<file path="src/rtl/alu_pkg.sv">
// ============================================================================
//  Module      : alu_pkg
//  Description : Shared constants for the 32-bit ALU and the multiply
//                sequencer: ALU_control codes, bonus_control codes and the
//                sequencer FSM state type.
//  Revision    : 1.0 - initial release
// ============================================================================
`default_nettype none

package alu_pkg;

  // ALU_control operation codes
  localparam logic [3:0] ALU_CTRL_AND  = 4'b0000;
  localparam logic [3:0] ALU_CTRL_OR   = 4'b0001;
  localparam logic [3:0] ALU_CTRL_ADD  = 4'b0010;
  localparam logic [3:0] ALU_CTRL_SUB  = 4'b0110;
  localparam logic [3:0] ALU_CTRL_SLT  = 4'b0111;
  localparam logic [3:0] ALU_CTRL_NOR  = 4'b1100;
  localparam logic [3:0] ALU_CTRL_NAND = 4'b1101;

  // bonus_control codes: refine the compare performed under ALU_CTRL_SLT
  localparam logic [2:0] ALU_BONUS_NONE = 3'b000;
  localparam logic [2:0] ALU_BONUS_SGT  = 3'b001;
  localparam logic [2:0] ALU_BONUS_SLE  = 3'b010;
  localparam logic [2:0] ALU_BONUS_SGE  = 3'b011;
  localparam logic [2:0] ALU_BONUS_SEQ  = 3'b100;
  localparam logic [2:0] ALU_BONUS_SNE  = 3'b101;

  // Multiply sequencer states
  typedef enum logic [1:0] {
    S_IDLE = 2'd0,
    S_RUN  = 2'd1,
    S_DONE = 2'd2
  } mul_state_t;

endpackage

`default_nettype wire

</file>
<file path="src/rtl/alu_mul_seq.sv">
// ============================================================================
//  Module      : alu_mul_seq
//  Description : Unsigned 32x32->64 shift-add multiplier that borrows an
//                external combinational ALU for one add per cycle.
//                IDLE accepts a request, RUN performs 32 add/shift steps,
//                DONE holds the product until the consumer takes it.
//  Revision    : 1.0 - initial release
// ============================================================================
`default_nettype none

module alu_mul_seq
  import alu_pkg::*;
#(
  parameter int XLEN = 32
) (
  input  logic                clk,
  input  logic                rst,
  input  logic                in_valid,
  output logic                in_ready,
  input  logic [XLEN-1:0]     in_a,
  input  logic [XLEN-1:0]     in_b,
  input  logic                flush,
  output logic                out_valid,
  input  logic                out_ready,
  output logic [2*XLEN-1:0]   out_prod,
  output logic                alu_rst_n,
  output logic [XLEN-1:0]     alu_src1,
  output logic [XLEN-1:0]     alu_src2,
  output logic [3:0]          alu_ctrl,
  output logic [2:0]          alu_bonus,
  input  logic [XLEN-1:0]     alu_result,
  input  logic                alu_cout
);

  localparam logic [4:0] LAST_ITER = 5'd31;

  mul_state_t      state_q;
  logic            in_ready_q;
  logic            out_valid_q;

  logic [XLEN-1:0] hi_q,    hi_d;
  logic [XLEN-1:0] lo_q,    lo_d;
  logic [XLEN-1:0] mcand_q, mcand_d;
  logic [4:0]      cnt_q,   cnt_d;

  // Datapath next-state: load on accept, 65-bit right shift of {cout,sum,lo} in RUN
  always_comb begin
    hi_d    = hi_q;
    lo_d    = lo_q;
    mcand_d = mcand_q;
    cnt_d   = cnt_q;
    if (!flush) begin
      case (state_q)
        S_IDLE: begin
          if (in_valid) begin
            mcand_d = in_a;
            lo_d    = in_b;
            hi_d    = '0;
            cnt_d   = 5'd0;
          end
        end
        S_RUN: begin
          hi_d  = {alu_cout, alu_result[XLEN-1:1]};
          lo_d  = {alu_result[0], lo_q[XLEN-1:1]};
          cnt_d = (cnt_q == LAST_ITER) ? 5'd0 : cnt_q + 5'd1;
        end
        default: ;
      endcase
    end
  end

  // Datapath registers; a flush leaves them as they are, reset clears them
  always_ff @(posedge clk) begin
    if (rst) begin
      hi_q    <= '0;
      lo_q    <= '0;
      mcand_q <= '0;
      cnt_q   <= 5'd0;
    end else begin
      hi_q    <= hi_d;
      lo_q    <= lo_d;
      mcand_q <= mcand_d;
      cnt_q   <= cnt_d;
    end
  end

  // Control FSM with registered handshake outputs; flush beats any handshake
  always_ff @(posedge clk) begin
    if (rst || flush) begin
      state_q     <= S_IDLE;
      in_ready_q  <= 1'b1;
      out_valid_q <= 1'b0;
    end else begin
      case (state_q)
        S_IDLE: begin
          if (in_valid) begin
            state_q    <= S_RUN;
            in_ready_q <= 1'b0;
          end
        end
        S_RUN: begin
          if (cnt_q == LAST_ITER) begin
            state_q     <= S_DONE;
            out_valid_q <= 1'b1;
          end
        end
        S_DONE: begin
          if (out_ready) begin
            state_q     <= S_IDLE;
            out_valid_q <= 1'b0;
            in_ready_q  <= 1'b1;
          end
        end
        default: begin
          state_q     <= S_IDLE;
          in_ready_q  <= 1'b1;
          out_valid_q <= 1'b0;
        end
      endcase
    end
  end

  // ALU operands come only from registered state; idle operands are zero
  always_comb begin
    alu_src1 = '0;
    alu_src2 = '0;
    if (state_q == S_RUN) begin
      alu_src1 = hi_q;
      alu_src2 = lo_q[0] ? mcand_q : '0;
    end
  end

  assign in_ready  = in_ready_q;
  assign out_valid = out_valid_q;
  assign out_prod  = {hi_q, lo_q};
  assign alu_rst_n = ~rst;
  assign alu_ctrl  = ALU_CTRL_ADD;
  assign alu_bonus = ALU_BONUS_NONE;

endmodule

`default_nettype wire

</file>
<file path="config.mk">
export PLATFORM = sky130hd
export DESIGN_NAME = alu_mul_seq
export DESIGN_NICKNAME = d
export VERILOG_FILES = /design/src/rtl/alu_pkg.sv /design/src/rtl/alu_mul_seq.sv
export SDC_FILE = /design/constraint.sdc
export NUM_CORES = 1
export LEC_CHECK = 0
export CAP_MARGIN = 20
export CORE_MARGIN = 10
export CORE_UTILIZATION = 40
export DETAILED_ROUTE_END_ITERATION = 12
export GPL_ROUTABILITY_DRIVEN = 0
export GPL_TIMING_DRIVEN = 0
export HOLD_SLACK_MARGIN = 0.05
export MAX_ROUTING_LAYER = met4
export PLACE_DENSITY = 0.84
export SETUP_SLACK_MARGIN = 0.2
export SLEW_MARGIN = 20
export SYNTH_ARGS = -nofsm -noshare
export SYNTH_HDL_FRONTEND = slang
export SYNTH_SLANG_ARGS = --single-unit
export TNS_END_PERCENT = 1
</file>
<file path="constraint.sdc">
create_clock -name clk -period 2.88 [get_ports clk]
set_clock_uncertainty 0.2 [all_clocks]
set_input_delay 0.72 -clock clk [delete_from_list [all_inputs] [get_ports clk]]
set_output_delay 0.72 -clock clk [all_outputs]
set_load 0.01 [all_outputs]
</file>
==> results.py <==
metrics = {
    "die": {
        "die_width_um": 129,
        "start_util": 0.414,
        "io_pins": 240,
        "die_area_mm2": 0.0168,
        "row_count": 39,
        "core_mm2": 0.0116,
        "die_y_um": 129,
    },
    "detailed_routing": {
        "top_layer_used": "met4",
        "vias": 5224,
        "drc": 0,
        "ant_nets": 0,
        "routedLengthMet1_mm": 7.28,
        "viasPerCell": 5.40,
        "drtIter0Drc": 268,
        "drt_wl_total_mm": 18.0,
        "routedWlPerCell_um": 18.6,
        "firstDrtPassIters": 4,
        "route.met2.wl_mm": 9.00,
        "met3_length_mm": 1.35,
    },
    "run": {
        "maxCapViolCount": 0,
    },
    "timing": {
        "maxClockFrequency_mhz": 374,
        "tightest_slew_ns": 0.699,
        "period_needed_ns": 2.67,
        "rsz0062_at_grt": "yes",
        "drv_slew": 0,
        "timing.slew.headroom": 0.532,
        "fin_tns_setup_ns": 0,
        "period_share": 0.928,
        "hold_violations": 0,
        "hold_ws_ns": 0.252,
        "finalSetupViolations": 0,
    },
    "synth": {
        "ys.flop_type": "dfxtp_1",
        "ys_types": 38,
        "yosysMostFrequentCell": "dfxtp_1",
        "synth_area_mm2": 0.00479,
        "synth-seq-area-share": 0.439,
        "yosys_warnings": 0,
        "syn_area_per_cell_um2": 8.32,
        "synth_top_area_frac": 0.439,
        "netlist_top_cells_count": "dfxtp_1, a21oi_1, nand2_1",
        "synthTopCellsByArea": "dfxtp_1, a21oi_1, mux2i_1",
        "synth_area_leader_cell": "dfxtp_1",
        "synthCells": 576,
        "async_reset_ff_frac": 0,
        "synth_edf_count": 0,
        "ys_seq_elements": 105,
    },
    "global_route": {
        "grt_pass1_vias": 5255,
        "grt_pass1_wl_mm": 27.5,
        "gr-total-overflow": 0,
        "grt_max_degree": 16,
        "groute.usage.overall": 0.207,
        "antenna_found_initial": 0,
    },
    "setup_path": {
        "path_class": "reg2out",
        "cp_common_cell": "buf_6",
        "crit_path_max_incr_delay_ns": 0.35,
        "crit_path_top_delay_cell": "dfxtp_2",
        "cp.arrival_ns": 1.75,
        "start_kind": "register",
        "cp.required_ns": 1.96,
        "crit_path_end_kind": "output port",
        "cp_max_fo": 10,
        "crit_chain": "buf_6, and2b_1, buf_6, clkbuf_8, and3_1, clkdlybuf4s15_1",
        "worst-path-buf-inv": 4,
        "cp_top_family": "buffers and inverters",
    },
    "clock_network": {
        "clk_latency_ns": 0.34,
        "clk_pin_slew_worst_paths_ns": 0.07,
        "clkSinkCount": 105,
        "cts_buffers": 9,
        "clock_path_buffers": 2,
        "htreeDepth": 3,
        "root_buffer": "clkbuf_16",
        "ctsHoldBuffers": 0,
        "cts_tree": "yes",
    },
    "min_path": {
        "hold_class": "reg2reg",
    },
    "cells_and_area": {
        "synthToLayoutAreaGrowth_pct": 59.0,
        "antennaDiodeCount": 0,
        "fin_cells": 968,
        "final_nets": 926,
        "layout-drive-gt1-share": 0.0642,
        "stdcell_area_mm2": 0.00762,
    },
    "place": {
        "dp.cells": 954,
        "placed_area_mm2": 0.00729,
        "io_buffers": 230,
        "dp_hpwl_mm": 14.0,
    },
    "power_and_ir_drop": {
        "max-vdd-ir-drop_v": 0.000263,
        "internal_power_mw": 2.57,
        "power_frac_clock": 0.374,
        "swShare": 0.245,
        "p_per_area_mw_per_mm2": 446,
        "power_leakage_nw": 3.22,
        "combPwrFrac": 0.168,
        "p_seq_frac": 0.459,
        "switchingPower_mw": 0.833,
    },
    "run_status": {
        "outcome": "finished clean",
    },
}
## state kept, by name (all words and copies together), names as in the netlist
signal,flops
in_ready,1
cnt_q,5
hi_q,32
lo_q,32
mcand_q,32
out_valid,1
state_q,2
## power by group through the flow
stage	clock [mW]	sequential, mW	combinational [mW]
3_5_place_dp	0	1.59	0.558
6_report	1.27	1.56	0.570
3_3_place_gp	0	1.59	0.544
5_1_grt	1.34	1.57	0.618
4_1_cts	1.28	1.56	0.571
2_1_floorplan	0	1.60	0.238
## cells in the final DEF, fill, tap and decap left out, types with 3 or more instances in the layout
| cell | n |
|---|---|
| buf_4 | 11 |
| o21ai_0 | 36 |
| clkbuf_16 | 9 |
| conb_1 | 7 |
| nand2b_1 | 3 |
| clkbuf_1 | 36 |
| nand2_1 | 65 |
| buf_1 | 6 |
| buf_6 | 3 |
| and3_1 | 33 |
| nand4_1 | 34 |
| clkbuf_8 | 7 |
| dlygate4sd2_1 | 43 |
| nor2_1 | 5 |
| a21oi_1 | 101 |
| and2_1 | 32 |
| buf_2 | 11 |
| mux2i_1 | 32 |
| clkdlybuf4s50_1 | 166 |
| a211oi_1 | 32 |
| dfxtp_1 | 104 |
| clkdlybuf4s15_1 | 18 |
## final cells by class
| type | instances | area, um^2 |
|---|---|---|
| Tap cell | 143 | 179 |
| Fill cell | 983 | 3950 |
| Inverter | 1 | 3.75 |
| Buffer | 72 | 418 |
| Multi-Input combinational cell | 403 | 2370 |
| Sequential cell | 105 | 2100 |
| Timing Repair Buffer | 230 | 2250 |
| Clock buffer | 11 | 233 |
| Clock inverter | 3 | 67.6 |
## per-layer routing
layer / GRT usage / vias to the layer above
met5: - / -
met4: 0.0833 / 0
met3: 0.0514 / 32
met2: 0.358 / 187
met1: 0.224 / 2480
li1: - / 2525
## worst register-to-register path, stage by stage, from the launching register on
cell and delay, ns:
dfxtp_1 0.33, ha_1 0.24, and3_1 0.19, ha_1 0.25, or4b_4 0.55, or3_1 0.31
a31oi_1 0.15
## metrics by stage
step                 util  total power, mW  worst slack (ns)
finish              0.659             3.40             0.208
global route        0.659             3.53             0.114
CTS                 0.659             3.41             0.194
detailed placement  0.630             2.15            -0.129
global placement    0.630             2.13            -0.114
floorplan               -             1.84             0.726
## worst paths after layout
kind                                          startpoint                       end  slack, ns  cells after the start
worst min register to register  mcand_q[20]$_SDFFE_PP0P_  mcand_q[20]$_SDFFE_PP0P_       0.25                      2
worst max register to register     cnt_q[0]$_SDFFE_PP0P_     cnt_q[3]$_SDFFE_PP0P_       0.58                      6
worst min-delay path            mcand_q[20]$_SDFFE_PP0P_  mcand_q[20]$_SDFFE_PP0P_       0.25                      2
worst max-delay path             state_q[0]$_SDFFE_PP0P_              alu_src2[27]       0.21                      6
## kinds of logic after synthesis
kind of cell	Yosys count	share of synthesized area
and+or+nand+nor	186	0.212
DFF	105	0.439
buffers and inverters	73	0.0713
muxes	32	0.0669
adders and majority gates	2	0.00522
AOI/OAI and AO/OA	176	0.205
other	2	0.00157
## repair_timing
action / CTS / global route
endpoints found under the setup margin: 64 / 68
setup buffers: 0 / 0
resized for setup: 112 / 1
Note: power is estimated with default switching activity, not from simulation.
